$ cat config.mk
export PLATFORM = sky130hd
export DESIGN_NAME = dpram_arbiter_flat
export DESIGN_NICKNAME = d
export VERILOG_FILES = /design/src/rtl/dpram_arbiter_if.sv /design/src/rtl/dpram_arbiter.sv /design/src/flat_wrapper.sv
export SDC_FILE = /design/constraint.sdc
export NUM_CORES = 1
export LEC_CHECK = 0
export CAP_MARGIN = 20
export CORE_ASPECT_RATIO = 0.9
export CORE_MARGIN = 5
export CORE_UTILIZATION = 40
export DETAILED_ROUTE_END_ITERATION = 10
export PLACE_DENSITY_LB_ADDON = 0.3
export RECOVER_POWER = 25
export SLEW_MARGIN = 0
export SYNTH_ARGS = -nofsm -noshare
export SYNTH_HDL_FRONTEND = slang
export SYNTH_SLANG_ARGS = --single-unit
$ cat constraint.sdc
create_clock -name clk -period 6.3 [get_ports clk]
set_input_delay 1.26 -clock clk [delete_from_list [all_inputs] [get_ports clk]]
set_output_delay 1.26 -clock clk [all_outputs]
set_load 0.1 [all_outputs]
$ cat src/rtl/dpram_arbiter_if.sv
// Requester-side and RAM-side signal bundle for dpram_arbiter.
// The arbiter takes the slave view; requesters and the RAM together form the master view.
interface dpram_arbiter_if #(
  parameter int unsigned NUM_REQ = 4,
  parameter int unsigned AW      = 6,
  parameter int unsigned DW      = 8
);
  logic [NUM_REQ-1:0]    req_valid;
  logic [NUM_REQ-1:0]    req_ready;
  logic [NUM_REQ-1:0]    req_we;
  logic [NUM_REQ*AW-1:0] req_addr;
  logic [NUM_REQ*DW-1:0] req_wdata;
  logic [NUM_REQ-1:0]    rsp_valid;
  logic [NUM_REQ*DW-1:0] rsp_data;

  logic          ram_valid_a, ram_valid_b;
  logic          ram_ready_a, ram_ready_b;
  logic          ram_we_a,    ram_we_b;
  logic [AW-1:0] ram_addr_a,  ram_addr_b;
  logic [DW-1:0] ram_data_a,  ram_data_b;
  logic [DW-1:0] ram_q_a,     ram_q_b;

  modport slave (
    input  req_valid, req_we, req_addr, req_wdata,
    input  ram_ready_a, ram_ready_b, ram_q_a, ram_q_b,
    output req_ready, rsp_valid, rsp_data,
    output ram_valid_a, ram_valid_b, ram_we_a, ram_we_b,
    output ram_addr_a, ram_addr_b, ram_data_a, ram_data_b
  );

  modport master (
    output req_valid, req_we, req_addr, req_wdata,
    output ram_ready_a, ram_ready_b, ram_q_a, ram_q_b,
    input  req_ready, rsp_valid, rsp_data,
    input  ram_valid_a, ram_valid_b, ram_we_a, ram_we_b,
    input  ram_addr_a, ram_addr_b, ram_data_a, ram_data_b
  );
endinterface

$ cat src/rtl/dpram_arbiter.sv
// Round-robin arbiter sharing both ports of a dual-port RAM among NUM_REQ requesters,
// with same-address hazard blocking and one-cycle response routing.
module dpram_arbiter #(
  parameter int unsigned NUM_REQ = 4,
  parameter int unsigned AW      = 6,
  parameter int unsigned DW      = 8
) (
  input  logic              clk,
  input  logic              rst_n,  // active-high asynchronous reset
  dpram_arbiter_if.slave    io_bus
);
  localparam int unsigned PW = $clog2(NUM_REQ);
  typedef logic [PW-1:0] idx_t;

  idx_t r_rr_ptr, w_rr_ptr_d;
  logic r_tag_a_vld, r_tag_b_vld;
  idx_t r_tag_a_idx, r_tag_b_idx;

  logic    w_w1_found, w_w2_found;
  idx_t    w_w1, w_w2;
  logic    w_hazard, w_gnt_a, w_gnt_b;
  idx_t    w_idx_a, w_idx_b, w_last;
  logic [AW-1:0] w_addr  [NUM_REQ];
  logic [DW-1:0] w_wdata [NUM_REQ];

  for (genvar gi = 0; gi < NUM_REQ; gi++) begin : g_req
    logic w_hit_a, w_hit_b;
    assign w_addr[gi]  = io_bus.req_addr[gi*AW +: AW];
    assign w_wdata[gi] = io_bus.req_wdata[gi*DW +: DW];
    assign io_bus.req_ready[gi] = (w_gnt_a && (w_idx_a == idx_t'(gi))) ||
                                  (w_gnt_b && (w_idx_b == idx_t'(gi)));
    assign w_hit_a = r_tag_a_vld && (r_tag_a_idx == idx_t'(gi));
    assign w_hit_b = r_tag_b_vld && (r_tag_b_idx == idx_t'(gi));
    assign io_bus.rsp_valid[gi] = w_hit_a || w_hit_b;
    assign io_bus.rsp_data[gi*DW +: DW] = w_hit_a ? io_bus.ram_q_a :
                                          w_hit_b ? io_bus.ram_q_b : '0;
  end

  // First two valid requesters found scanning upward from the pointer, with wrap.
  always_comb begin : scan
    logic [PW:0] v_sum;
    idx_t        v_idx;
    w_w1_found = 1'b0;
    w_w2_found = 1'b0;
    w_w1       = '0;
    w_w2       = '0;
    v_sum      = '0;
    v_idx      = '0;
    for (int k = 0; k < NUM_REQ; k++) begin
      v_sum = {1'b0, r_rr_ptr} + (PW+1)'(k);
      if (v_sum >= (PW+1)'(NUM_REQ)) v_sum = v_sum - (PW+1)'(NUM_REQ);
      v_idx = v_sum[PW-1:0];
      if (io_bus.req_valid[v_idx]) begin
        if (!w_w1_found) begin
          w_w1_found = 1'b1;
          w_w1       = v_idx;
        end else if (!w_w2_found) begin
          w_w2_found = 1'b1;
          w_w2       = v_idx;
        end
      end
    end
  end

  assign w_hazard = (w_addr[w_w1] == w_addr[w_w2]) &&
                    (io_bus.req_we[w_w1] || io_bus.req_we[w_w2]);

  always_comb begin : grant
    w_gnt_a = 1'b0;
    w_gnt_b = 1'b0;
    w_idx_a = '0;
    w_idx_b = '0;
    if (!rst_n && w_w1_found) begin
      if (io_bus.ram_ready_a) begin
        w_gnt_a = 1'b1;
        w_idx_a = w_w1;
        if (io_bus.ram_ready_b && w_w2_found && !w_hazard) begin
          w_gnt_b = 1'b1;
          w_idx_b = w_w2;
        end
      end else if (io_bus.ram_ready_b) begin
        w_gnt_b = 1'b1;
        w_idx_b = w_w1;
      end
    end
  end

  always_comb begin : ram_drive
    io_bus.ram_valid_a = w_gnt_a;
    io_bus.ram_we_a    = w_gnt_a && io_bus.req_we[w_idx_a];
    io_bus.ram_addr_a  = w_gnt_a ? w_addr[w_idx_a]  : '0;
    io_bus.ram_data_a  = w_gnt_a ? w_wdata[w_idx_a] : '0;
    io_bus.ram_valid_b = w_gnt_b;
    io_bus.ram_we_b    = w_gnt_b && io_bus.req_we[w_idx_b];
    io_bus.ram_addr_b  = w_gnt_b ? w_addr[w_idx_b]  : '0;
    io_bus.ram_data_b  = w_gnt_b ? w_wdata[w_idx_b] : '0;
  end

  // Port B, when granted, always holds the later winner in scan order.
  always_comb begin : ptr_next
    w_last     = w_gnt_b ? w_idx_b : w_idx_a;
    w_rr_ptr_d = r_rr_ptr;
    if (w_gnt_a || w_gnt_b) begin
      w_rr_ptr_d = (w_last == idx_t'(NUM_REQ - 1)) ? '0 : w_last + idx_t'(1);
    end
  end

  always_ff @(posedge clk or posedge rst_n) begin
    if (rst_n) begin
      r_rr_ptr    <= '0;
      r_tag_a_vld <= 1'b0;
      r_tag_b_vld <= 1'b0;
      r_tag_a_idx <= '0;
      r_tag_b_idx <= '0;
    end else begin
      r_rr_ptr    <= w_rr_ptr_d;
      r_tag_a_vld <= w_gnt_a;
      r_tag_b_vld <= w_gnt_b;
      r_tag_a_idx <= w_idx_a;
      r_tag_b_idx <= w_idx_b;
    end
  end
endmodule

$ cat src/flat_wrapper.sv
// flat-port wrapper written by rule: the top's interface ports become plain ports
module dpram_arbiter_flat 
#(
  parameter int unsigned NUM_REQ = 4,
  parameter int unsigned AW      = 6,
  parameter int unsigned DW      = 8
)
  (clk, rst_n, io_bus_req_valid, io_bus_req_we, io_bus_req_addr, io_bus_req_wdata, io_bus_ram_ready_a, io_bus_ram_ready_b, io_bus_ram_q_a, io_bus_ram_q_b, io_bus_req_ready, io_bus_rsp_valid, io_bus_rsp_data, io_bus_ram_valid_a, io_bus_ram_valid_b, io_bus_ram_we_a, io_bus_ram_we_b, io_bus_ram_addr_a, io_bus_ram_addr_b, io_bus_ram_data_a, io_bus_ram_data_b);
  dpram_arbiter_if #(.NUM_REQ(NUM_REQ), .AW(AW), .DW(DW)) io_bus_i ();
  input  logic clk;
  input  logic rst_n;
  input wire logic [$bits(io_bus_i.req_valid)-1:0] io_bus_req_valid;
  input wire logic [$bits(io_bus_i.req_we)-1:0] io_bus_req_we;
  input wire logic [$bits(io_bus_i.req_addr)-1:0] io_bus_req_addr;
  input wire logic [$bits(io_bus_i.req_wdata)-1:0] io_bus_req_wdata;
  input wire logic [$bits(io_bus_i.ram_ready_a)-1:0] io_bus_ram_ready_a;
  input wire logic [$bits(io_bus_i.ram_ready_b)-1:0] io_bus_ram_ready_b;
  input wire logic [$bits(io_bus_i.ram_q_a)-1:0] io_bus_ram_q_a;
  input wire logic [$bits(io_bus_i.ram_q_b)-1:0] io_bus_ram_q_b;
  output wire logic [$bits(io_bus_i.req_ready)-1:0] io_bus_req_ready;
  output wire logic [$bits(io_bus_i.rsp_valid)-1:0] io_bus_rsp_valid;
  output wire logic [$bits(io_bus_i.rsp_data)-1:0] io_bus_rsp_data;
  output wire logic [$bits(io_bus_i.ram_valid_a)-1:0] io_bus_ram_valid_a;
  output wire logic [$bits(io_bus_i.ram_valid_b)-1:0] io_bus_ram_valid_b;
  output wire logic [$bits(io_bus_i.ram_we_a)-1:0] io_bus_ram_we_a;
  output wire logic [$bits(io_bus_i.ram_we_b)-1:0] io_bus_ram_we_b;
  output wire logic [$bits(io_bus_i.ram_addr_a)-1:0] io_bus_ram_addr_a;
  output wire logic [$bits(io_bus_i.ram_addr_b)-1:0] io_bus_ram_addr_b;
  output wire logic [$bits(io_bus_i.ram_data_a)-1:0] io_bus_ram_data_a;
  output wire logic [$bits(io_bus_i.ram_data_b)-1:0] io_bus_ram_data_b;
  assign io_bus_i.req_valid = io_bus_req_valid;
  assign io_bus_i.req_we = io_bus_req_we;
  assign io_bus_i.req_addr = io_bus_req_addr;
  assign io_bus_i.req_wdata = io_bus_req_wdata;
  assign io_bus_i.ram_ready_a = io_bus_ram_ready_a;
  assign io_bus_i.ram_ready_b = io_bus_ram_ready_b;
  assign io_bus_i.ram_q_a = io_bus_ram_q_a;
  assign io_bus_i.ram_q_b = io_bus_ram_q_b;
  assign io_bus_req_ready = io_bus_i.req_ready;
  assign io_bus_rsp_valid = io_bus_i.rsp_valid;
  assign io_bus_rsp_data = io_bus_i.rsp_data;
  assign io_bus_ram_valid_a = io_bus_i.ram_valid_a;
  assign io_bus_ram_valid_b = io_bus_i.ram_valid_b;
  assign io_bus_ram_we_a = io_bus_i.ram_we_a;
  assign io_bus_ram_we_b = io_bus_i.ram_we_b;
  assign io_bus_ram_addr_a = io_bus_i.ram_addr_a;
  assign io_bus_ram_addr_b = io_bus_i.ram_addr_b;
  assign io_bus_ram_data_a = io_bus_i.ram_data_a;
  assign io_bus_ram_data_b = io_bus_i.ram_data_b;
  dpram_arbiter #(.NUM_REQ(NUM_REQ), .AW(AW), .DW(DW)) u_core (.clk(clk), .rst_n(rst_n), .io_bus(io_bus_i));
endmodule
## Yosys cells after proc, flatten, opt, wreduce, memory -nomap -nowiden

Cells that the tools add are included.

- $add $sub $neg: 8
- Order comparisons: 16
- Eq/ne operators: 14
- Muxes and demuxes: 89
- Bitwise operators: 4
- Reductions and logical operators: 38

Operators with widths:

| kind | number |
|---|---|
| two-way mux 8 bit | 14 |
| two-way mux 6 bit | 10 |
| two-way mux 2 bit | 27 |
| binary-select mux 6 bit (select 2 bit) | 4 |
| binary-select mux 8 bit (select 2 bit) | 2 |
| < comparator 2 x 3 -> 1 bit, second input constant | 8 |
| two-way mux 1 bit | 24 |
| logical AND 1 bit | 22 |
| greater-or-equal comparator 3 bit, second input constant | 7 |
| == test 2 bit, second input constant | 9 |
| binary-select mux 1 bit (select 2 bit) | 8 |
| inverter 2 -> 3 bit | 4 |
| logical OR 1 bit | 10 |
| == test 2 x 1 -> 1 bit, second input constant | 4 |
| logical NOT 2 bit | 4 |
| subtractor 2 x 1 -> 2 bit, second input constant | 4 |
| adder 2 x 2 -> 3 bit, second input constant | 2 |
| == test 6 bit | 1 |
| adder 2 x 1 -> 3 bit, second input constant | 1 |
| greater-or-equal comparator 2 x 3 -> 1 bit, second input constant | 1 |
| adder 2 x 1 -> 2 bit, second input constant | 1 |
| logical NOT 1 bit | 2 |

- Bits in registers: 8
- Input bits: 84
- Output and inout port bits: 72
- Word-level logic and storage cells: 174

## Depth between registers and ports, before layout

- Word-level depth: 29
- Depth in mapped cells: 18

## Worst setup path before layout

OpenSTA, ideal clock, no wires.

- Path type: input port to output port
- From: in io_bus_req_valid[1]
- To: out io_bus_ram_data_b[0]
- Arrival: 5.919 ns
- Data required time: 5.040 ns
- Slack: -0.879 ns
- Cell stages on the path: 18
- Path buffers: 3
- Cell sequence: buf_6 -> mux2_2 -> nor2_1 -> a21oi_1 -> ha_1 -> a221oi_1 -> nor4_1 -> a41o_1 -> buf_6 -> mux4_2 -> nor3_1 -> o22ai_1 -> nor4_4 -> o21a_1 -> inv_2 -> buf_6 -> mux2i_1 -> a21oi_1

- Cells in the longest elaborated chain, start to end: 27

RTL lines:

| item | line | text |
|---|---|---|
| from (decl) | flat_wrapper.sv:12 | `input wire logic [$bits(io_bus_i.req_valid)-1:0] io_bus_req_valid;` |
| binary-select mux 1 bit (select 2 bit) | dpram_arbiter.sv:53 | `if (io_bus.req_valid[v_idx]) begin` |
| two-way mux 1 bit (not written as such) | dpram_arbiter.sv:53 |  |
| two-way mux 1 bit | dpram_arbiter.sv:53 |  |
| two-way mux 2 bit or two-way mux 1 bit (tied branches) | dpram_arbiter.sv:54 | `if (!w_w1_found) begin` |
| two-way mux 2 bit or two-way mux 1 bit (tied branches) | dpram_arbiter.sv:53 |  |
| two-way mux 2 bit | dpram_arbiter.sv:57 | `end else if (!w_w2_found) begin` |
| two-way mux 2 bit | dpram_arbiter.sv:54 |  |
| two-way mux 2 bit | dpram_arbiter.sv:53 |  |
| (+11 left out) | -- |  |
| two-way mux 2 bit | dpram_arbiter.sv:77 | `if (io_bus.ram_ready_b && w_w2_found && !w_hazard) begin` |
| two-way mux 2 bit | dpram_arbiter.sv:74 | `if (io_bus.ram_ready_a) begin` |
| two-way mux 2 bit (*) | dpram_arbiter.sv:73 | `if (!rst_n && w_w1_found) begin` |
| named net u_core.w_idx_b[0] | dpram_arbiter.sv:22 | `idx_t w_idx_a, w_idx_b, w_last;` |
| inverter 2 -> 3 bit (not written as such) (*) | dpram_arbiter.sv:96 | `io_bus.ram_data_b = w_gnt_b ? w_wdata[w_idx_b] : '0;` |
| binary-select mux 8 bit (select 2 bit) (*) | dpram_arbiter.sv:96 |  |
| two-way mux 8 bit (not written as such) (*) (2 in series) | dpram_arbiter.sv:96 |  |
| two-way mux 8 bit (*) | dpram_arbiter.sv:96 |  |
| to (decl) | flat_wrapper.sv:30 | `output wire logic [$bits(io_bus_i.ram_data_b)-1:0] io_bus_ram_data_b;` |

The timed path passes the listed nets; every way through them passes the cells marked *. The select of a mux whose other input is x is not followed.

## Final worst setup path

- From: in io_bus_req_valid[0]
- To: out io_bus_ram_data_b[0]

- Cells in the longest elaborated chain, start to end: 27

RTL lines:

| item | line |
|---|---|
| binary-select mux 1 bit (select 2 bit) | dpram_arbiter.sv:53 |
| two-way mux 1 bit (not written as such) | dpram_arbiter.sv:53 |
| two-way mux 1 bit | dpram_arbiter.sv:53 |
| two-way mux 2 bit or two-way mux 1 bit (tied branches) | dpram_arbiter.sv:54 |
| two-way mux 2 bit or two-way mux 1 bit (tied branches) | dpram_arbiter.sv:53 |
| two-way mux 2 bit | dpram_arbiter.sv:57 |
| two-way mux 2 bit | dpram_arbiter.sv:54 |
| two-way mux 2 bit | dpram_arbiter.sv:53 |
| (+10 left out) | -- |
| logical AND 1 bit | dpram_arbiter.sv:77 |
| two-way mux 2 bit | dpram_arbiter.sv:77 |
| two-way mux 2 bit | dpram_arbiter.sv:74 |
| two-way mux 2 bit | dpram_arbiter.sv:73 |
| inverter 2 -> 3 bit (not written as such) | dpram_arbiter.sv:96 |
| binary-select mux 8 bit (select 2 bit) | dpram_arbiter.sv:96 |
| two-way mux 8 bit (not written as such) (2 in series) | dpram_arbiter.sv:96 |
| two-way mux 8 bit (*) | dpram_arbiter.sv:96 |

Mark *: on every way between the ends. The rest lies on a longest branch, timed or not. The select of a mux whose other input is x is not followed.

==> metrics.md <==
| Metric | Value |
|---|---|
| All-Layer GR Usage | `approximately a third` |
| Fin nets | `620` |
| Crit path top cell by count | `buf_12` |
| Metal2 WL | `between 8000 and 9000 um` |
| Syn_nets | `419` |
| Setup-failing EPs final | `16` |
| Seq/Total Area, Yosys | `7.29%` |
| Reg2reg setup slack | `2.07 ns` |
| Clk slew on worst S/H paths | `0.04 ns` |
| Tcrit/Tclk final | `102%` |
| Power Density | `406 mW/mm^2` |
| GRT overflow | `0` |
| Synth-to-layout area growth | `112%` |
| Starting DRC count in detailed routing | `606` |
| First-pass GRT wire length | `22900 um` |
| Worst-path maximum fanout | `14` |
| Crit path DAT | `5.14 ns` |
| Ports | `~160` |
| M1 WL | `5750 um` |
| Placed cell count | `607` |
| Final Max Tran Viols | `0` |
| CP Class | `input port to output pin` |
| R2r endpoint | `u_core.r_rr_ptr[1]` |
| Layout Cells excl Fill | `622` |
| CTS Buffer Depth | `2` |
| Final hold vios | `0` |
| Post-DP HPWL | `10100 um` |
| Yosys reg bits | `8` |
| Mapped cell area | `0.00275 mm^2` |
| Via count | `4374` |
| Post-Route WL | `17600 um` |
| I/O Buffers | `155` |
| Die Y | `about 90 um` |
| Asr flop ratio synth | `100%` |
| Maximum vdd ir drop | `311 uV` |
| Final routed DRC violation total | `0` |
| Post-Syn Area per Cell | `8.25 um^2` |
| TritonCTS Buffers | `3` |
| Vias in the first global route | `4191` |
| Die width | `97.3 um` |
| Worst hold path class | `register to register` |
| Fill cells | `roughly 270` |
| Leakage | `2.26 nW` |
| Yosys Warn Count | `0` |
| Clk root buf | `clkbuf_8` |
| TritonRoute pass-1 iters | `5` |
| Dpl cell area | `0.00509 mm^2` |
| Synth cell types | `60` |
| Ys flop type | `dfrtp_1` |
| Delay-heaviest family, CP | `compound AO/OA/AOI/OAI gates` |
| RSZ-0062 raised after global routing | `true` |
| Minimum clock period | `approximately 6.4 ns` |
| Buf+Inv Stages, Crit Path | `7` |
| Layout cells sized above 1 | `37.6%` |
| Cts hold-fix bufs | `0` |
| Endpoint class of the critical path | `output pin` |
| Slowest cell on the critical path | `a211oi_1` |
| # diodes | `0` |
| CP Cell Sequence | `clkdlybuf4s15_1 > buf_6 > buf_4 > a21o_1 > a21oi_1 > o22a_2 > nand2_1 > a211oi_1 > o21a_1 > o22ai_2 > nor4_4 > buf_4 > a2bb2oi_4 > buf_12 > buf_12 > o22ai_4 > a21o_1 > a21oi_2 > buf_12` |
| Final Cell Area | `~0.0058 mm^2` |
| Worst-Margin Slew | `1.11 ns` |
| # clock sinks | `8` |
| CP endpoint | `io_bus_ram_data_b[0]` |
| WL/cell | `approximately 28 um` |
| Slew HR | `25.7%` |
| Final worst setup slack | `-0.101 ns` |
| CTS tree | `done` |
| Post-DRT Antenna Nets | `0` |
| Syn Inst Count | `333` |
| Gpl congestion | `0.869` |
| Die Footprint | `0.00863 mm^2` |
| Reg2reg path depth | `20` |
| Top sig layer | `met4` |
| Site Rows | `28` |
| Critical path depth | `19` |
| H-tree Lvls | `1` |
| Post-synth EDFFs | `0` |
| Core Area | `approximately 0.0066 mm^2` |
| CP Launch Point | `io_bus_req_valid[0]` |
| Total power | `roughly 0.0024 W` |
| Crit-path max cell delay | `0.61 ns` |
| Fmax achieved | `between 150 and 200 MHz` |
| Setup crit start kind | `input port` |
| Clk_skew | `~0.0021 ns` |
| Initial antenna violation count | `0` |
| Crit Reg-Reg Startpoint | `u_core.r_rr_ptr[1]` |
| Vias per Instance | `7.03` |
| Status | `finished, violations left` |
| Worst skew pair latency | `0.24 ns` |
| Critical Path RT | `5.04 ns` |
| Violated checks | `setup timing` |
| Met3 WL | `2280 um` |
| Setup WS pre-CTS | `-0.546 ns` |
| Largest net degree at the start of global routing | `18` |
| Max-cap violations | `0` |
| Initial Utilization | `between 40 and 50%` |
[placed cells by master, fill, tap and decap left out, types with 8 or more instances in the layout]
cell type        count
clkdlybuf4s50_1    110
buf_4               47
buf_12              40
nand2_1             35
a22o_1              32
nor2_1              21
mux4_2              15
o22ai_4             14
mux2i_4             13
mux2i_1             12
a21oi_1             12
and2_1              10
inv_1                8
dfrtp_1              8
[final cells by class]
type	count	area, um^2	share of cell area (%)
multi-input combinational	289	2890	49.7
timing repair buffer	219	2510	43.2
sequential	8	200	3.44
tap	90	113	1.94
inverter	13	58.8	1.01
clock buffer	3	41.3	0.710
[logic make-up (layout without fill, tap and decap cells)]
| family | count (synthesis) | count (layout) | synth area share (%) |
|---|---|---|---|
| AOI/OAI and AO/OA | 133 | 133 | 39.9 |
| and+or+nand+nor | 106 | 106 | 19.4 |
| muxes | 46 | 46 | 24.1 |
| buffers and inverters | 36 | 235 | 7.70 |
| DFF | 8 | 8 | 7.29 |
| adders and majority gates | 3 | 3 | 1.32 |
| xor gates and xnor gates | 1 | 1 | 0.319 |
[sequential cells by signal, summed over array words and instances (netlist names)]
| name | flops |
|---|---|
| u_core.r_tag_a_vld | 1 |
| u_core.r_tag_a_idx | 2 |
| u_core.r_tag_b_vld | 1 |
| u_core.r_tag_b_idx | 2 |
| u_core.r_rr_ptr | 2 |
[power breakdown]
| part | switching (W) | internal, W |
|---|---|---|
| clock | 0.0000224 | 0.0000416 |
| sequential | 0.0000150 | 0.0000626 |
| combinational | 0.00130 | 0.000918 |
[per-stage QoR]
step	util, %	setup TNS [ns]	hold WS [ns]
after floorplan	-	-2.87	0.712
after global placement	76.9	-5.50	0.824
after CTS	83.8	0	0.842
final	87.8	-0.833	0.985
after detailed placement	76.9	-8.13	0.833
after global routing	87.8	-2.40	0.985
[cells in the mapped netlist (8+ instances only)]
library cell	count	share of area [%]
o22ai_1	14	3.2
dfrtp_1	8	7.3
inv_1	8	1.1
a22o_1	32	10
mux2i_1	29	11
o21a_1	8	2.2
mux4_2	13	11
a211oi_1	8	2.2
and2_1	10	2.3
nor2_1	23	3.1
a21oi_1	18	3.3
o22ai_2	10	4.6
nor3_1	8	1.5
nand2b_1	8	1.8
nand2_1	35	4.8
[worst min-delay path by stage]
stage / from / end / slack, ns / depth (start not counted)
finish: u_core.r_rr_ptr[0] / u_core.r_rr_ptr[0] / 0.98 / 3
global route: u_core.r_rr_ptr[0] / u_core.r_rr_ptr[0] / 0.99 / 3
global placement: u_core.r_rr_ptr[0] / u_core.r_rr_ptr[0] / 0.82 / 3
detailed placement: u_core.r_rr_ptr[0] / u_core.r_rr_ptr[0] / 0.83 / 3
CTS: u_core.r_rr_ptr[0] / u_core.r_rr_ptr[0] / 0.84 / 3
floorplan: u_core.r_rr_ptr[1] / u_core.r_rr_ptr[1] / 0.71 / 3
[routing by layer]
layer | global-route usage (%) | up-vias
li1 | - | 1734
met1 | 37.8 | 2004
met2 | 60.3 | 464
met3 | 7.09 | 172
met4 | 13.5 | 0
met5 | 0 | -
[worst reg2reg max path, cell delays in order, from the launching register on]
cell and delay, ns:
dfrtp_1 0.45, mux2_4 0.35, nor2_4 0.09, a21oi_2 0.05, ha_4 0.18, a221oi_4 0.27
nor4_2 0.07, a41o_4 0.28, buf_12 0.14, buf_8 0.12, mux2i_1 0.12, mux2i_1 0.32
xnor2_2 0.15, nor4_4 0.34, buf_4 0.19, a2bb2oi_4 0.16, buf_12 0.14, buf_8 0.19
o21ai_1 0.17, nand4_1 0.18, o311ai_1 0.12
[repair_timing]
item | in CTS | in global routing
resized for setup | 69 | 40
buffers inserted | 4 | 7
pin swaps | 17 | 20
cloned | 2 | 0
endpoints found under the setup margin | 20 | 19
No activity file was read; power rests on OpenSTA's default activity.
